### src/rtl/bounce_pkg.sv
// Shared types and constants for the switch-bounce emulator family.
package bounce_pkg;

    // Burst sequencer states.
    typedef enum logic {
        IDLE   = 1'b0,
        BOUNCE = 1'b1
    } bounce_state_t;

    // Fibonacci taps 16,14,13,11 expressed as a mask over q[15:0].
    localparam logic [15:0] LFSR_TAPS = 16'hB400;

    // Nominal clock period, used to convert bounce times to cycles.
    localparam int T_CLK_NS = 10;

    // 10 ms bounce window at 100 MHz.
    localparam int DEF_BOUNCE_CYCLES = 1_000_000;

    // One shift of the 16-bit Fibonacci LFSR: feedback enters at bit 0.
    function automatic logic [15:0] lfsr_next(input logic [15:0] q);
        return {q[14:0], ^(q & LFSR_TAPS)};
    endfunction

endpackage

### src/rtl/lfsr16.sv
// Free-running 16-bit Fibonacci LFSR; only reset reloads the seed.
module lfsr16
    import bounce_pkg::*;
#(
    parameter logic [15:0] SEED = 16'hACE1
) (
    input  logic        clk,
    input  logic        reset,
    output logic [15:0] q
);

    logic [15:0] q_q;

    // Advance one step every cycle so the sequence depends only on time since reset.
    always_ff @(posedge clk or posedge reset) begin
        if (reset) begin
            q_q <= SEED;
        end else begin
            // NOTE: sequential state uses non-blocking assignments so every flop samples pre-edge values.
            q_q <= lfsr_next(q_q);
        end
    end

    assign q = q_q;

endmodule

### src/rtl/switch_bounce_gen.sv
// Mechanical-switch emulator: each command edge gives a first contact,
// a window of pseudo-random toggles, then a forced settle to the new level.
module switch_bounce_gen
    import bounce_pkg::*;
#(
    parameter int          BOUNCE_CYCLES = DEF_BOUNCE_CYCLES,
    parameter int          SEG_W         = 12,
    parameter logic [15:0] SEED          = 16'hACE1
) (
    input  logic clk,
    input  logic reset,
    input  logic en,
    input  logic cmd,
    output logic sw,
    output logic busy
);

    localparam int               WIN_W    = $clog2(BOUNCE_CYCLES + 1);
    localparam logic [WIN_W-1:0] WIN_LOAD = WIN_W'(BOUNCE_CYCLES - 1);
    localparam logic [WIN_W-1:0] WIN_ONE  = WIN_W'(1);
    localparam logic [SEG_W-1:0] SEG_ONE  = SEG_W'(1);

    bounce_state_t    state_q, state_d;
    logic [1:0]       sync_q;
    logic             cmd_s;
    logic             level_q, level_d;
    logic             target_q, target_d;
    logic             sw_q, sw_d;
    logic [WIN_W-1:0] win_q, win_d;
    logic [SEG_W-1:0] seg_q, seg_d;
    logic [15:0]      lfsr_q;
    logic [SEG_W-1:0] seg_rand;
    logic             lfsr_unused;

    lfsr16 #(
        .SEED (SEED)
    ) u_lfsr (
        .clk   (clk),
        .reset (reset),
        .q     (lfsr_q)
    );

    // Segment lengths are odd, so a zero length can never be loaded.
    assign seg_rand    = lfsr_q[SEG_W-1:0] | SEG_ONE;
    // Only the low SEG_W bits feed the segment length here.
    assign lfsr_unused = &{1'b0, lfsr_q};

    assign cmd_s = sync_q[1];

    // Two-flop synchronizer for the asynchronous command.
    always_ff @(posedge clk or posedge reset) begin
        if (reset) begin
            sync_q <= 2'b00;
        end else begin
            sync_q <= {sync_q[0], cmd};
        end
    end

    // Burst sequencer state and datapath registers.
    always_ff @(posedge clk or posedge reset) begin
        if (reset) begin
            state_q  <= IDLE;
            level_q  <= 1'b0;
            target_q <= 1'b0;
            sw_q     <= 1'b0;
            win_q    <= '0;
            seg_q    <= SEG_ONE;
        end else begin
            state_q  <= state_d;
            level_q  <= level_d;
            target_q <= target_d;
            sw_q     <= sw_d;
            win_q    <= win_d;
            seg_q    <= seg_d;
        end
    end

    // Next-state logic. win_q counts the cycles left after the current one,
    // so the window spans exactly BOUNCE_CYCLES cycles and its final cycle
    // is the one with win_q == 0.
    always_comb begin
        // NOTE: every signal gets a default first so no path can infer a latch.
        state_d  = state_q;
        level_d  = level_q;
        target_d = target_q;
        sw_d     = sw_q;
        win_d    = win_q;
        seg_d    = seg_q;
        busy     = 1'b0;

        unique case (state_q)
            IDLE: begin
                sw_d = level_q;
                if (!en) begin
                    level_d = cmd_s;
                    sw_d    = cmd_s;
                end else if (cmd_s != level_q) begin
                    target_d = cmd_s;
                    sw_d     = cmd_s;
                    win_d    = WIN_LOAD;
                    seg_d    = seg_rand;
                    state_d  = BOUNCE;
                end
            end

            BOUNCE: begin
                busy = 1'b1;
                if (win_q == '0) begin
                    // Settle wins over any toggle due on the same cycle.
                    sw_d    = target_q;
                    level_d = target_q;
                    state_d = IDLE;
                end else begin
                    win_d = win_q - WIN_ONE;
                    if (seg_q == SEG_ONE) begin
                        sw_d  = ~sw_q;
                        seg_d = seg_rand;
                    end else begin
                        seg_d = seg_q - SEG_ONE;
                    end
                end
            end
        endcase
    end

    assign sw = sw_q;

endmodule

### config.mk
export PLATFORM = sky130hd
export DESIGN_NAME = switch_bounce_gen
export DESIGN_NICKNAME = d
export VERILOG_FILES = /design/src/rtl/bounce_pkg.sv /design/src/rtl/lfsr16.sv /design/src/rtl/switch_bounce_gen.sv
export SDC_FILE = /design/constraint.sdc
export NUM_CORES = 1
export LEC_CHECK = 0
export CORE_UTILIZATION = 40
export CTS_CLUSTER_DIAMETER = 40
export DETAILED_ROUTE_END_ITERATION = 6
export GPL_TIMING_DRIVEN = 0
export PLACE_DENSITY = 0.59
export SLEW_MARGIN = 20
export SYNTH_ARGS = -nofsm -noshare
export SYNTH_HDL_FRONTEND = slang
export SYNTH_HIERARCHICAL = 1
export SYNTH_SLANG_ARGS = --single-unit
### constraint.sdc
create_clock -name clk -period 6.67 [get_ports clk]
set_clock_uncertainty 0.05 [all_clocks]
set_input_delay 1.0005 -clock clk [delete_from_list [all_inputs] [get_ports clk]]
set_output_delay 1.0005 -clock clk [all_outputs]
set_load 0.01 [all_outputs]
# Word level (Yosys, flattened, before mapping)
# Cells that the tools add are included.
# word_totals
regBits	54
in_bits	4
# classes
n_bitwise	2
reduce_logical	5
n_mux	22
addsub	2
eq_ne	8
# ops
op	n
20-bit two-way mux	3
12-bit two-way mux	4
20-bit one-hot mux with 2 select lines	1
12-bit one-hot mux with 2 select lines	1
20-bit logical NOT	1
20-bit by 1-bit subtractor with 20-bit output (second input constant)	1
16-bit XOR reduction	1
12-bit by 1-bit equality test with 1-bit output (second input constant)	1
12-bit by 1-bit subtractor with 12-bit output (second input constant)	1
1-bit two-way mux	10
2-bit != test (second input constant)	4
1-bit one-hot mux with 2 select lines	3
3-bit AND reduction	2
3-bit by 1-bit != test with 1-bit output (second input constant)	1
2-bit by 1-bit != test with 1-bit output (second input constant)	1
1-bit inverter	2
2-bit AND reduction	1
1-bit != test	1

# Logic depth before layout (Yosys ltp)
# logic_depth
depth_word	4
mapped_depth	9
ltp_nobuf	8

# Modules after synthesis
# The synthesis kept the hierarchy.
# by_module_without_submodules
module	cells_per_inst	instances	area_each_um2
switch_bounce_gen	233	1	2149.6
lfsr16	20	1	440.4

# Worst setup path after synthesis
# OpenSTA, ideal clock, no wires.
# synth_timing
path_type	input to register
start	in en
end	reg seg_q[9]
setup_ps	121
arrival_ps	2200
setup_slack_ps	4299
cell_stages	7
cell_sequence	inv_1 o21ai_0 o21ai_2 inv_1 buf_2 o21ai_0 a22o_1
# synth_between
elab_chain_len	2
# synth_lines
element	line	rtl
start: declaration	switch_bounce_gen.sv:12	input logic en,
2-bit != test (no source line)	n/a	
3-bit AND reduction (no source line)	n/a	
end signal: assignment	switch_bounce_gen.sv:74	seg_q <= seg_d;
end: declaration	switch_bounce_gen.sv:30	logic [SEG_W-1:0] seg_q, seg_d;
# Every way passes these cells.
# A chain may end at the register's enable or synchronous reset.

# Final worst setup path
# Ends and elaborated chain as after synthesis.

==> key figures <==
Outcome
  • Outcome: finished clean

Pwr
  • Power per cell area: 356 nW/µm²
  • Clk network pwr share: 0.260
  • Peak supply drop: 156 µV
  • Gate power share: 0.247
  • Seq pwr share: 0.492
  • Sw Pwr: 337 µW
  • P_int: 697 µW
  • Switching Fraction: 0.326
  • Lkg Pwr: 0.00119 µW

Clock tree
  • Clk_lat worst skew: 0.31 ns
  • Clk sink count: 54
  • Hold Buf Count CTS: 0
  • CTS Buf Count: 5
  • Clk buf depth: 2
  • Root buffer cell: clkbuf_8
  • Post-CTS Resized: 0
  • Clk pin slew, worst setup/hold paths: 0.10 ns
  • CTS tree: built
  • H-tree levels: 2
  • Postcts setup bufs: 0

STA
  • Slew headroom: 0.574
  • Period utilisation layout: 0.468
  • Final Max Tran Viols: 0
  • Final setup TNS: 0 ns
  • Final hold violation count: 0
  • Worst Max-Slew Pin Slew: 0.635 ns
  • Max frequency: 321 MHz
  • Post-layout min period: 3.12 ns
  • RSZ-0062 raised after global routing: no
  • Worst setup margin: 3.55 ns
  • Final setup violation count: 0

Layout
  • Non-filler cells, final: 342
  • Area grow syn2layout: 12.0%
  • FF/Latch Area: 1360 µm²
  • Design area: 2900 µm²
  • Fillcell total: 613
  • Layout Nets: 274
  • Antenna diode count: 0
  • Multi-input logic area: 1140 µm²
  • Share of layout cells above drive strength 1: 0.142
  • Final core utilization: 0.476

Detailed routing
  • Starting DRT DRC Count: 96
  • DR vias: 1,937
  • DRC viols: 0
  • Initial DRT Pass Iterations: 4
  • DRT Wirelength: 5.33 mm
  • Via/cell ratio: 5.66
  • Drt wl/cell: 15.6 µm
  • ANT nets after route: 0

Critical path
  • R2R cell count: 7
  • Worst path bufs/invs: 4
  • CP cell instances: clkdlybuf4s50_1, inv_1, o21ai_0, o21ai_2, inv_1, buf_2, o21ai_0, a22o_1
  • CP arrival: 3.27 ns
  • Setup crit end kind: flip-flop
  • CP max stage cell: clkdlybuf4s50_1
  • Critical path type: in -> reg
  • Slowest stage delay, CP: 0.51 ns
  • Crit path max-delay family: compound AO/OA/AOI/OAI gates
  • Top fanout value on the critical path: 10
  • Worst path depth: 8
  • Crit start category: input pin
  • Worst EP required: 6.82 ns

Floorplanning
  • # IOs: 6
  • Starting Density: 0.425
  • Die footprint: 6800 µm²
  • Chip Width: 82.5 µm
  • Core area: 6100 µm²
  • Die H: 82.5 µm
  • Row count: 28

GRT
  • Global-route usage over all layers: 0.181
  • Largest net degree at the start of global routing: 34
  • Overflow after GRT: 0
  • Initial antenna violation count: 0
  • Global-route wire length before repair: 8.98 mm
  • Vias in the first global route: 1,800

Min path
  • Hold depth: 0
  • Hold crit path type: reg -> reg

Synth
  • Most common cell in the netlist: dfrtp_1
  • Area contributors post-synth: dfrtp_1 (43%), dfstp_2 (9.1%), o21ai_0 (5.0%), a21oi_1 (3.1%), nor2_1 (2.6%)
  • Post-synth top area share: 0.435
  • Syn Std Cell Area: 2590 µm²
  • Distinct cells, synth: 54
  • FF+latch count, synth: 54
  • Post-synthesis sequential area ratio: 0.526
  • Syn nets: 261
  • Post-synthesis async set-or-reset flop share: 1.00
  • Synth Area per Inst: 10.2 µm²
  • EDFF count, synth: 0
  • Main synth FF type: dfrtp_1
  • Mapped Cells: 253
  • Synth cell count leaders: dfrtp_1 (45), o21ai_0 (26), nor2_1 (18)
  • Yosys warns: 6
  • Cell taking the most area after synthesis: dfrtp_1

Job
  • Max-Cap Viols: 0

Placed design
  • Placement Cell Area: 2750 µm²
  • Worst slack, placed: 3.28 ns
  • Port-buffer cells: 5
  • Hpwl dp: 3.66 mm
  • Placed cell count: 334
  • GPL Wtd Cong: 0.761
cell usage in the layout, fill, tap and decap left out, types with 2 or more instances in the layout:
cell / instances
dfrtp_1: 45
o21ai_0: 26
nor2_1: 18
a21oi_1: 16
nand2_1: 15
inv_1: 12
or4_1: 9
dfstp_2: 9
nor3_1: 7
a31oi_1: 6
or3_1: 6
clkbuf_1: 6
clkbuf_8: 6
nor4_1: 5
xnor2_1: 5
or2_2: 5
clkdlybuf4s50_1: 5
nand3_1: 4
and4_1: 4
o31ai_1: 4
ha_1: 4
o2bb2ai_1: 3
buf_2: 2
nor3b_1: 2
o211ai_1: 2
xor2_1: 2
o31a_1: 2
a211oi_1: 2
o21a_1: 2
o22a_1: 2
bufinv_16: 2
per-stage QoR:
| step | power (µW) | hold slack (ns) |
|---|---|---|
| 6_report | 1030 | 0.311 |
| 5_1_grt | 1110 | 0.314 |
| 4_1_cts | 1040 | 0.314 |
| 3_5_place_dp | 767 | 0.291 |
| 3_3_place_gp | 758 | 0.284 |
| 2_1_floorplan | 698 | 0.281 |
kinds of logic after synthesis:
group	Yosys count	synth area share
multiplexers	1	0.00386
adder cells (fa/ha/maj)	4	0.0193
AO/OA/AOI/OAI	77	0.193
flip-flops	54	0.526
buffers and inverters	22	0.0343
AND/OR/NAND/NOR	88	0.200
XOR/XNOR	7	0.0237
cell type report:
| type | count | area share |
|---|---|---|
| Timing Repair Buffer | 6 | 0.0241 |
| Clock inverter | 2 | 0.0207 |
| Clock buffer | 6 | 0.0285 |
| Buffer | 9 | 0.0138 |
| Sequential cell | 54 | 0.470 |
| Tap cell | 75 | 0.0323 |
| Inverter | 13 | 0.0168 |
| Multi-Input combinational cell | 177 | 0.394 |
worst reg2reg max path, cell delays in order, from the launching register on:
cell and delay, ns:
dfrtp_1 0.43, nor4_1 0.48, nand4b_1 0.37, o21ai_2 0.49, inv_1 0.23, buf_2 0.26
a31oi_1 0.19, o21ai_0 0.10
registers in the layout, indices dropped and copies added, names as in the netlist:
signal	cells
target_q	1
sync_q	2
level_q	1
state_q	1
u_lfsr/q	16
seg_q	12
sw	1
win_q	20
final timing paths:
kind / to / slack, ns / from
hold reg to reg: sync_q[1]$_DFF_PP0_ / 0.31 / sync_q[0]$_DFF_PP0_
min in group asynchronous: seg_q[3]$_DFFE_PP0P_ / 0.87 / reset
setup / recovery: seg_q[9]$_DFFE_PP0P_ / 3.55 / en
setup reg to reg: win_q[17]$_DFFE_PP0P_ / 3.93 / win_q[16]$_DFFE_PP0P_
max in group asynchronous: u_lfsr/q[10]$_DFF_PP1_ / 5.15 / reset
hold / removal: sync_q[1]$_DFF_PP0_ / 0.31 / sync_q[0]$_DFF_PP0_
routing by layer:
layer / vias up / GRT usage / wire [µm] / share of wire
met1: 951 / 0.262 / 2820 / 0.53
met4: 0 / 0.0579 / 75 / 0.014
met3: 6 / 0.0396 / 121 / 0.023
met5: - / 0 / 0 / 0
li1: 963 / - / - / -
met2: 17 / 0.269 / 2320 / 0.43
power by group through the flow:
stage / Combinational [µW] / Sequential (µW) / Clock [µW]
after detailed placement: 256 / 511 / 0
after global routing: 296 / 523 / 287
after CTS: 257 / 507 / 277
final: 256 / 509 / 269
after floorplan: 208 / 490 / 0
after global placement: 247 / 511 / 0
(Power assumes the default switching activity.)
==> variant (same flow settings) <==
Register the inputs `en` and `cmd` before use, without a reset. The logic sees them one clock later.
--- a/src/rtl/switch_bounce_gen.sv
+++ b/src/rtl/switch_bounce_gen.sv
@@ -19,6 +19,14 @@
     localparam logic [WIN_W-1:0] WIN_LOAD = WIN_W'(BOUNCE_CYCLES - 1);
     localparam logic [WIN_W-1:0] WIN_ONE  = WIN_W'(1);
     localparam logic [SEG_W-1:0] SEG_ONE  = SEG_W'(1);
+
+    logic en_q;
+    logic cmd_q;
+
+    always_ff @(posedge clk) begin
+        en_q  <= en;
+        cmd_q <= cmd;
+    end
 
     bounce_state_t    state_q, state_d;
     logic [1:0]       sync_q;
@@ -52,7 +60,7 @@
         if (reset) begin
             sync_q <= 2'b00;
         end else begin
-            sync_q <= {sync_q[0], cmd};
+            sync_q <= {sync_q[0], cmd_q};
         end
     end
 
@@ -91,7 +99,7 @@
         unique case (state_q)
             IDLE: begin
                 sw_d = level_q;
-                if (!en) begin
+                if (!en_q) begin
                     level_d = cmd_s;
                     sw_d    = cmd_s;
                 end else if (cmd_s != level_q) begin
Behaviour: not the same (a bounded check fails within 4 cycles, from zero or initial values and one cycle with reset high).
==> variant against the original RTL <==
- power decreased by 3.8%
- sequential cell count increased by 2
- final area decreased by 0.30%
- global-route usage decreased by 1.2 points
- wire length increased by 0.79%
- setup slack improved by 0.37 ns
- final cell count increased by 1.2%
- area after synthesis increased by 1.5%
- critical endpoint is now win_q[9]
==> variant: results (changes against the original RTL) <==
vias in the first global route=1,885 (+4.7%); placed instance area=2804 um2 (+1.8%); layout cells sized above 1=13.38% (-0.85 points); YS warnings=6 (unchanged); DR pass1 iterations=4 (unchanged); nets=276 (+0.73%); via/cell ratio=5.624 (-0.70%); root buf cell=clkbuf_8; Synth cell types=55 (+1.9%); DRT iter0 DRCs=76 (-21%); CP arrival=2.87 ns (-0.40 ns); sequential share of the synthesized area=53.33% (+0.72 points); DP Wirelength=3799 um (+3.7%); Final Hold Violating Endpoints=0 (unchanged); CTS Buffer Depth=2 (unchanged); net count after synthesis=263 (+0.77%); # setup viols final=0 (unchanged); global-route wire length before repair=9377 um (+4.4%); fill cell count=585 (-4.6%); Synth area leaders=dfrtp_1 43%, dfstp_2 9.0%, o21ai_0 4.9%, a21oi_1 3.0%, nor2_1 2.6%; Peak VDD IR=0.0001727 V (+11%); Reg clk slew, reported paths=0.10 ns (about the same); CP max stage cell=nor4_1; routability cong.=0.7960 (+4.6%); Post-synth ARST share=96.43% (-3.6 points); gr usage total=16.95% (-1.2 points); Post-Route WL=5371 um (+0.79%); clk_lat worst skew=0.31 ns (about the same); H-tree levels=2 (unchanged); residual DRC count=0 (unchanged); Crit path max-delay family=simple AND/OR/NAND/NOR gates; outcome=finished, final reports clean; Worst slew margin=26.40% (-31 points); pin count of the biggest net entering global routing=23 (-32%); Leak=1.188 nW (-0.56%); # port buffers=5 (unchanged); Crit Path Max Fanout=10 (unchanged); Slowest Stage Delay on Critical Path=0.51 ns (about the same)
variant: cell type report:
class / count / area share, %
sequential: 56 / 48.49
multi-input combinational: 177 / 39.36
tap: 77 / 3.330
timing repair buffer: 6 / 2.682
clock buffer: 6 / 2.509
inverter: 13 / 1.687
buffer: 9 / 1.384
clock inverter: 2 / 0.5623
variant: cells by family after synthesis:
family	count (synthesis)	synth area share, %
flip-flops	56	53.33
multiplexers	1	0.3806
adder cells (fa/ha/maj)	4	1.903
AO/OA/AOI/OAI	77	18.98
AND/OR/NAND/NOR	88	19.70
XOR/XNOR	7	2.331
buffers and inverters	22	3.378
variant: power breakdown:
part	total (mW)	switching, mW	internal, mW
Clock	0.187	0.112	0.0750
Combinational	0.268	0.137	0.131
Sequential	0.540	0.106	0.433
Total	0.995	0.355	0.640
variant: worst paths after layout:
kind                       startpoint         to  slack (ns)  depth (start not counted)
min in group asynchronous       reset         sw        0.95                          2
min reg2reg                     cmd_q  sync_q[0]        0.29                          0
max in group asynchronous       reset   seg_q[0]        5.10                          3
max reg2reg                 win_q[16]   win_q[9]        3.93                          7
max                         win_q[16]   win_q[9]        3.93                          7
min                             cmd_q  sync_q[0]        0.29                          0
variant: stage by stage:
stage	worst slack, ns	util (%)	cells
2_1_floorplan	4.341	-	255
3_3_place_gp	3.797	43.72	337
3_5_place_dp	3.923	44.16	338
4_1_cts	3.893	45.56	346
5_1_grt	3.700	45.56	346
6_report	3.925	45.56	346
variant: routing by layer:
| metal | global-route usage (%) | routed length (um) | up-vias |
|---|---|---|---|
| met4 | 5.643 | 70 | 0 |
| met3 | 3.280 | 134 | 6 |
| met2 | 25.56 | 2437 | 24 |
| li1 | - | - | 967 |
| met1 | 24.51 | 2728 | 949 |
| met5 | 0 | 0 | - |
